===== src/rtl/vga_pkg.sv =====
// rtl/vga_pkg.sv - shared constants, coordinate type, motion FSM states and axis step helper
//
// Purpose: common definitions for the bouncing-box pixel source.
//   H_ACTIVE_DEF / V_ACTIVE_DEF : default visible area
//   coord_t                     : 10-bit pixel coordinate
//   motion_state_e              : IDLE, MOVE_X, MOVE_Y
//   axis_step()                 : one-axis move/reflect rule shared by both axes
package vga_pkg;

  localparam int H_ACTIVE_DEF = 640;
  localparam int V_ACTIVE_DEF = 480;
  localparam int COORD_W      = 10;

  typedef logic [COORD_W-1:0] coord_t;

  typedef enum logic [1:0] {
    IDLE   = 2'd0,
    MOVE_X = 2'd1,
    MOVE_Y = 2'd2
  } motion_state_e;

  typedef struct packed {
    coord_t pos;
    logic   dir;
    logic   hit;
  } axis_step_t;

  // Compares run at 11 bits so pos+box+step cannot wrap for any legal
  // 10-bit position.
  function automatic axis_step_t axis_step(
    input coord_t      pos,
    input logic        dir,
    input logic [10:0] span,
    input logic [10:0] box,
    input logic [10:0] step
  );
    axis_step_t  r;
    logic [10:0] pos_w;
    pos_w = {1'b0, pos};
    r.pos = pos;
    r.dir = dir;
    r.hit = 1'b0;
    if (dir) begin
      if (pos_w + box + step > span) begin
        r.pos = coord_t'(span - box);
        r.dir = 1'b0;
        r.hit = 1'b1;
      end else begin
        r.pos = coord_t'(pos_w + step);
      end
    end else begin
      if (pos_w < step) begin
        r.pos = '0;
        r.dir = 1'b1;
        r.hit = 1'b1;
      end else begin
        r.pos = coord_t'(pos_w - step);
      end
    end
    return r;
  endfunction

endpackage


===== src/rtl/vga_box_motion.sv =====
// rtl/vga_box_motion.sv - per-frame box motion FSM, position/direction registers, hit pulse
//
// Ports:
//   clock, reset_n : pixel clock, asynchronous active-low reset
//   frame_tick_i   : start-of-vblank pulse, accepted only in IDLE
//   pause_i        : blocks a frame update when high in IDLE
//   box_x_o/box_y_o: current top-left corner of the box
//   hit_o          : one-cycle pulse in the IDLE cycle after MOVE_Y if any axis reflected
module vga_box_motion
  import vga_pkg::*;
#(
  parameter int H_ACTIVE = H_ACTIVE_DEF,
  parameter int V_ACTIVE = V_ACTIVE_DEF,
  parameter int BOX_SIZE = 16,
  parameter int STEP     = 2,
  parameter int X_INIT   = 100,
  parameter int Y_INIT   = 80
) (
  input  logic   clock,
  input  logic   reset_n,
  input  logic   frame_tick_i,
  input  logic   pause_i,
  output coord_t box_x_o,
  output coord_t box_y_o,
  output logic   hit_o
);

  localparam logic [10:0] SPAN_X = 11'(H_ACTIVE);
  localparam logic [10:0] SPAN_Y = 11'(V_ACTIVE);
  localparam logic [10:0] BOX_W  = 11'(BOX_SIZE);
  localparam logic [10:0] STEP_W = 11'(STEP);

  motion_state_e state_q, state_d;
  logic          move_x, move_y;

  coord_t     x_q, x_d, y_q, y_d;
  logic       dir_x_q, dir_x_d, dir_y_q, dir_y_d;
  logic       hit_x_q, hit_x_d;
  logic       hit_q, hit_d;
  axis_step_t sx, sy;

  always_ff @(posedge clock or negedge reset_n) begin
    if (!reset_n) state_q <= IDLE;
    else          state_q <= state_d;
  end

  always_comb begin
    state_d = state_q;
    case (state_q)
      IDLE:    if (frame_tick_i && !pause_i) state_d = MOVE_X;
      MOVE_X:  state_d = MOVE_Y;
      MOVE_Y:  state_d = IDLE;
      default: state_d = IDLE;
    endcase
  end

  always_comb begin
    move_x = (state_q == MOVE_X);
    move_y = (state_q == MOVE_Y);
  end

  always_comb begin
    sx = axis_step(x_q, dir_x_q, SPAN_X, BOX_W, STEP_W);
    sy = axis_step(y_q, dir_y_q, SPAN_Y, BOX_W, STEP_W);
  end

  // The X reflection is held until MOVE_Y so a corner bounce merges into
  // one pulse, registered to land in the following IDLE cycle.
  always_comb begin
    x_d     = x_q;
    dir_x_d = dir_x_q;
    hit_x_d = hit_x_q;
    y_d     = y_q;
    dir_y_d = dir_y_q;
    hit_d   = 1'b0;
    if (move_x) begin
      x_d     = sx.pos;
      dir_x_d = sx.dir;
      hit_x_d = sx.hit;
    end
    if (move_y) begin
      y_d     = sy.pos;
      dir_y_d = sy.dir;
      hit_d   = hit_x_q | sy.hit;
    end
  end

  always_ff @(posedge clock or negedge reset_n) begin
    if (!reset_n) begin
      x_q     <= coord_t'(X_INIT);
      y_q     <= coord_t'(Y_INIT);
      dir_x_q <= 1'b1;
      dir_y_q <= 1'b1;
      hit_x_q <= 1'b0;
      hit_q   <= 1'b0;
    end else begin
      x_q     <= x_d;
      y_q     <= y_d;
      dir_x_q <= dir_x_d;
      dir_y_q <= dir_y_d;
      hit_x_q <= hit_x_d;
      hit_q   <= hit_d;
    end
  end

  assign box_x_o = x_q;
  assign box_y_o = y_q;
  assign hit_o   = hit_q;

endmodule


===== src/rtl/vga_bounce_box.sv =====
// rtl/vga_bounce_box.sv - bouncing box pixel source feeding the VGA timing block
//
// Optional feature: define VGA_BORDER_EN to draw an 8-pixel green frame
// around the active area (box still has priority).
//
// Ports:
//   clock, reset_n       : 25 MHz pixel clock, asynchronous active-low reset
//   i_pxl_col, i_pxl_row : current pixel coordinate
//   i_video_on           : coordinate is inside the active area
//   i_frame_tick         : start-of-vblank pulse, triggers one motion update
//   i_pause              : freezes motion while high
//   o_R, o_G, o_B        : registered 1-bit colour levels (1-clock latency)
//   o_hit                : one-cycle pulse when the box reflects
module vga_bounce_box
  import vga_pkg::*;
#(
  parameter int H_ACTIVE = H_ACTIVE_DEF,
  parameter int V_ACTIVE = V_ACTIVE_DEF,
  parameter int BOX_SIZE = 16,
  parameter int STEP     = 2,
  parameter int X_INIT   = 100,
  parameter int Y_INIT   = 80
) (
  input  logic         clock,
  input  logic         reset_n,
  input  logic [9:0]   i_pxl_col,
  input  logic [9:0]   i_pxl_row,
  input  logic         i_video_on,
  input  logic         i_frame_tick,
  input  logic         i_pause,
  output logic         o_R,
  output logic         o_G,
  output logic         o_B,
  output logic         o_hit
);

  localparam logic [10:0] BOX_W = 11'(BOX_SIZE);

  coord_t     box_x, box_y;
  logic [2:0] rgb_q, rgb_d;
  logic       in_box;

  vga_box_motion #(
    .H_ACTIVE (H_ACTIVE),
    .V_ACTIVE (V_ACTIVE),
    .BOX_SIZE (BOX_SIZE),
    .STEP     (STEP),
    .X_INIT   (X_INIT),
    .Y_INIT   (Y_INIT)
  ) u_motion (
    .clock        (clock),
    .reset_n      (reset_n),
    .frame_tick_i (i_frame_tick),
    .pause_i      (i_pause),
    .box_x_o      (box_x),
    .box_y_o      (box_y),
    .hit_o        (o_hit)
  );

  // Upper bound written as col < x+BOX so the 11-bit sum covers boxes
  // touching the far edge without a -1 underflow case.
  always_comb begin
    in_box = ({1'b0, i_pxl_col} >= {1'b0, box_x}) &&
             ({1'b0, i_pxl_col} <  {1'b0, box_x} + BOX_W) &&
             ({1'b0, i_pxl_row} >= {1'b0, box_y}) &&
             ({1'b0, i_pxl_row} <  {1'b0, box_y} + BOX_W);
  end

`ifdef VGA_BORDER_EN
  localparam logic [10:0] H_EDGE = 11'(H_ACTIVE - 8);
  localparam logic [10:0] V_EDGE = 11'(V_ACTIVE - 8);
  logic in_border;

  always_comb begin
    in_border = (i_pxl_col < 10'd8) || ({1'b0, i_pxl_col} >= H_EDGE) ||
                (i_pxl_row < 10'd8) || ({1'b0, i_pxl_row} >= V_EDGE);
  end
`endif

  always_comb begin
    rgb_d = 3'b001;
    if (!i_video_on) begin
      rgb_d = 3'b000;
    end else if (in_box) begin
      rgb_d = 3'b111;
`ifdef VGA_BORDER_EN
    end else if (in_border) begin
      rgb_d = 3'b010;
`endif
    end
  end

  always_ff @(posedge clock or negedge reset_n) begin
    if (!reset_n) rgb_q <= 3'b000;
    else          rgb_q <= rgb_d;
  end

  assign o_R = rgb_q[2];
  assign o_G = rgb_q[1];
  assign o_B = rgb_q[0];

endmodule


===== config.mk =====
export PLATFORM = sky130hd
export DESIGN_NAME = vga_bounce_box
export DESIGN_NICKNAME = d
export VERILOG_FILES = /design/src/rtl/vga_pkg.sv /design/src/rtl/vga_box_motion.sv /design/src/rtl/vga_bounce_box.sv
export SDC_FILE = /design/constraint.sdc
export NUM_CORES = 1
export LEC_CHECK = 0
export BUFFER_PORTS_ARGS = -buffer_cell sky130_fd_sc_hd__buf_2
export CAP_MARGIN = 0
export CORE_UTILIZATION = 40
export CTS_CLUSTER_SIZE = 25
export DETAILED_ROUTE_END_ITERATION = 10
export PLACE_DENSITY = 0.6
export SETUP_SLACK_MARGIN = 0.2
export SYNTH_ARGS = -nofsm -noshare
export SYNTH_HDL_FRONTEND = slang
export SYNTH_SLANG_ARGS = --single-unit
export TNS_END_PERCENT = 50

===== constraint.sdc =====
create_clock -name clock -period 5.12 [get_ports clock]
set_clock_uncertainty 0.05 [all_clocks]
set_input_delay 0.512 -clock clock [delete_from_list [all_inputs] [get_ports clock]]
set_output_delay 0.512 -clock clock [all_outputs]
set_load 0.005 [all_outputs]

==> metrics.txt <==
setup-violating endpoint count in the final report=0; vias in the first global route=2670; Worst R2R End=u_motion.box_x_o[7]$_DFFE_PN0P_; clock slew at the register clock pins of the worst setup and hold paths=0.10 ns; count of instances resized after the clock tree is built=0; required time of the critical path=5.24 ns; Worst slew margin=60.38%; CTS H-Tree Depth=1; peak supply drop=0.2288 mV; number of placed I/O pins=29; count of clock tree sinks=26; DP Cell Count=478; global-route wire length before repair=12830 um; ANT cells=0; Floorplan Core Area=7408 um^2; Final #Nets=449; num rows=31; nature of the critical path startpoint=register; number of vias in the routed layout=2817; count of antenna-violating nets left after detailed routing=0; syn avg cell area=8.397 um^2; final-layout setup total negative slack=0 ns; Fillers=768; share of the clock period used by the worst path after layout=54.80%; flop and latch count out of synthesis=26; maximum number of pins on one net before global-route repair=27; Area Overhead vs Synth=5.140%; total routed wirelength=7503 um; worst hold-check path type=primary input to asynchronous set/reset pin; clock tree from TritonCTS=yes; Lkg Pwr=1.420 nW; transition time at the pin with the least slew margin=0.5889 ns; Synth Net Count=439; critical-path maximum fanout=12; maximum clock insertion buffer count=2; number of antenna violations at the first check in global routing=0; number of iterations in the first detailed-routing pass=4; unique cell type count in the Yosys netlist=79; number of enable flip-flop cells after synthesis=0; yosys warns=0; share of async-settable or async-resettable flops after synthesis=100.0%; gpl congestion=0.9148; Routed met2 length=3561 um; Overall Global Routing Usage=18.71%; critical register-to-register path startpoint=u_motion.box_x_o[4]$_DFFE_PN0P_; endpoint type of the worst setup path=register; detail-routed via count per cell=5.844; initial standard-cell utilization of the core=42.39%; floorplan die area=8209 um^2; detailed-routed wire length on met3=306 um; hold bufs inserted after CTS=0; cell chosen for the clock root=sky130_fd_sc_hd__clkbuf_8; final slew viol count=0; Die Span X=90.61 um; maximum capacitance violations=0; buffers inserted by post-CTS timing repair=0; number of standard cells after synthesis=374; Period minus WS final=2.806 ns; max frequency=356.4 MHz; post-route met1 wirelength=3493 um; Hold Vio Cnt, Final=0; count of input and output buffers=26; setup repair after global routing missed its margin=false; top layer used by detailed routing=met4; result of the run=finished clean; class of the most critical setup path=register to register; final cell count without fillers=482; data arrival time of the critical path=2.93 ns; power density of the placed cells=478.4 nW/um^2; clk_lat worst skew=0.28 ns; share of layout cells above drive strength 1=15.67%; number of design rule violations left after detail routing=0; Synth Cell Area=3141 um^2; register area share after synthesis=21.00%; vertical die dimension=90.61 um; residual overflow from global routing=0; Post-synth top flop=sky130_fd_sc_hd__dfrtp_1; FF-to-FF path depth=8; Inserted Clock Buffers=3; total area of sequential cells=659.4 um^2; DR WL/cell=15.57 um; placed wire-length estimate after detailed placement=5746 um; count of routing violations after the opening detailed-route iteration=143; Multi-input gate area=2193 um^2; minimum setup slack among reg-to-reg paths=2.31 ns
[layer usage]
metal	up-vias	track usage [%]
met4	0	6.989
met1	1304	24.94
met3	11	2.104
met5	-	0
met2	80	30.93
li1	1422	-
[cell families after synthesis]
logic type	share of synthesized area (%)
simple gates	20.80
compound gates	27.45
buf+inv	9.163
fa+ha+maj	15.94
flops	21.00
xor+xnor	5.219
mux	0.4381
[synth_stat cells, drive strengths merged, types with 9 or more instances]
cell    number  share of area [%]
a21oi       20                3.3
a31oi        9                1.8
buf          9                2.3
clkbuf      13                3.1
dfrtp       19                 15
ha          40                 16
inv         31                3.7
nand2       26                3.1
nand3       11                2.1
nor2        19                2.3
nor3        17                3.2
o21ai       24                3.8
xnor2       15                4.7
[power by group]
group,internal [mW],total (mW),switching [mW]
Sequential,0.286,0.473,0.187
Combinational,0.399,0.931,0.532
Clock,0.105,0.175,0.0705
Total,0.790,1.58,0.790
[worst max path at each step]
stage | from | end | slack (ns) | cells after the start
after floorplan | u_motion.box_x_o[5]$_DFFE_PN1P_ | rgb_q[1]$_DFF_PN0_ | 2.74 | 8
after global placement | u_motion.box_x_o[4]$_DFFE_PN0P_ | u_motion.box_x_o[4]$_DFFE_PN0P_ | 2.35 | 8
after detailed placement | u_motion.box_x_o[4]$_DFFE_PN0P_ | rgb_q[1]$_DFF_PN0_ | 2.38 | 9
after CTS | u_motion.box_x_o[4]$_DFFE_PN0P_ | u_motion.box_x_o[4]$_DFFE_PN0P_ | 2.35 | 8
after global routing | u_motion.box_x_o[4]$_DFFE_PN0P_ | u_motion.box_x_o[7]$_DFFE_PN0P_ | 2.11 | 8
final | u_motion.box_x_o[4]$_DFFE_PN0P_ | u_motion.box_x_o[7]$_DFFE_PN0P_ | 2.31 | 8
[metrics by stage]
| stage | cell area (um^2) | hold WS [ns] | setup WS [ns] | power (mW) | util [%] |
|---|---|---|---|---|---|
| after floorplan | 3141 | 0.1664 | 2.738 | 1.224 | - |
| after CTS | 3302 | 0.2074 | 2.345 | 1.579 | 44.57 |
| after global placement | 3231 | 0.4056 | 2.347 | 1.381 | 43.61 |
| after global routing | 3302 | 0.2179 | 2.113 | 1.734 | 44.57 |
| final | 3302 | 0.1753 | 2.314 | 1.580 | 44.57 |
| after detailed placement | 3231 | 0.4169 | 2.382 | 1.395 | 43.61 |
[layout by cell type (no fill, tap or decap), types with 13 or more instances in the layout]
cell type / n
sky130_fd_sc_hd__nand2_1: 26
sky130_fd_sc_hd__dfrtp_1: 19
sky130_fd_sc_hd__xnor2_1: 13
sky130_fd_sc_hd__o21ai_0: 23
sky130_fd_sc_hd__a21oi_1: 19
sky130_fd_sc_hd__nor3_1: 15
sky130_fd_sc_hd__ha_1: 40
sky130_fd_sc_hd__nor2_1: 19
sky130_fd_sc_hd__inv_1: 30
sky130_fd_sc_hd__buf_2: 26
[worst max-delay path: stages (launching register included)]
cell and delay (ns):
sky130_fd_sc_hd__dfrtp_1 0.60, sky130_fd_sc_hd__inv_1 0.20, sky130_fd_sc_hd__ha_1 0.35, sky130_fd_sc_hd__nand4b_1 0.17
sky130_fd_sc_hd__nor2_1 0.24, sky130_fd_sc_hd__xnor2_1 0.12, sky130_fd_sc_hd__o22ai_1 0.40, sky130_fd_sc_hd__a21oi_1 0.23
sky130_fd_sc_hd__a221o_1 0.35
[flip-flops by register name (all words and copies together), names as in the netlist]
name and flops:
u_motion.hit_o 1, rgb_q 2, u_motion.box_x_o 9, u_motion.hit_x_q 1, u_motion.dir_x_q 1, u_motion.box_y_o 9, u_motion.state_q 2, u_motion.dir_y_q 1
[layout make-up]
cell class,instances,area share [%]
clock buffers,3,1.250
repair buffers,27,4.168
flip-flops and latches,26,19.97
clock inverters,1,0.9094
well taps,99,3.751
inverters,31,3.524
multi-input cells,295,66.43
No activity file was read; power rests on OpenSTA's default activity.
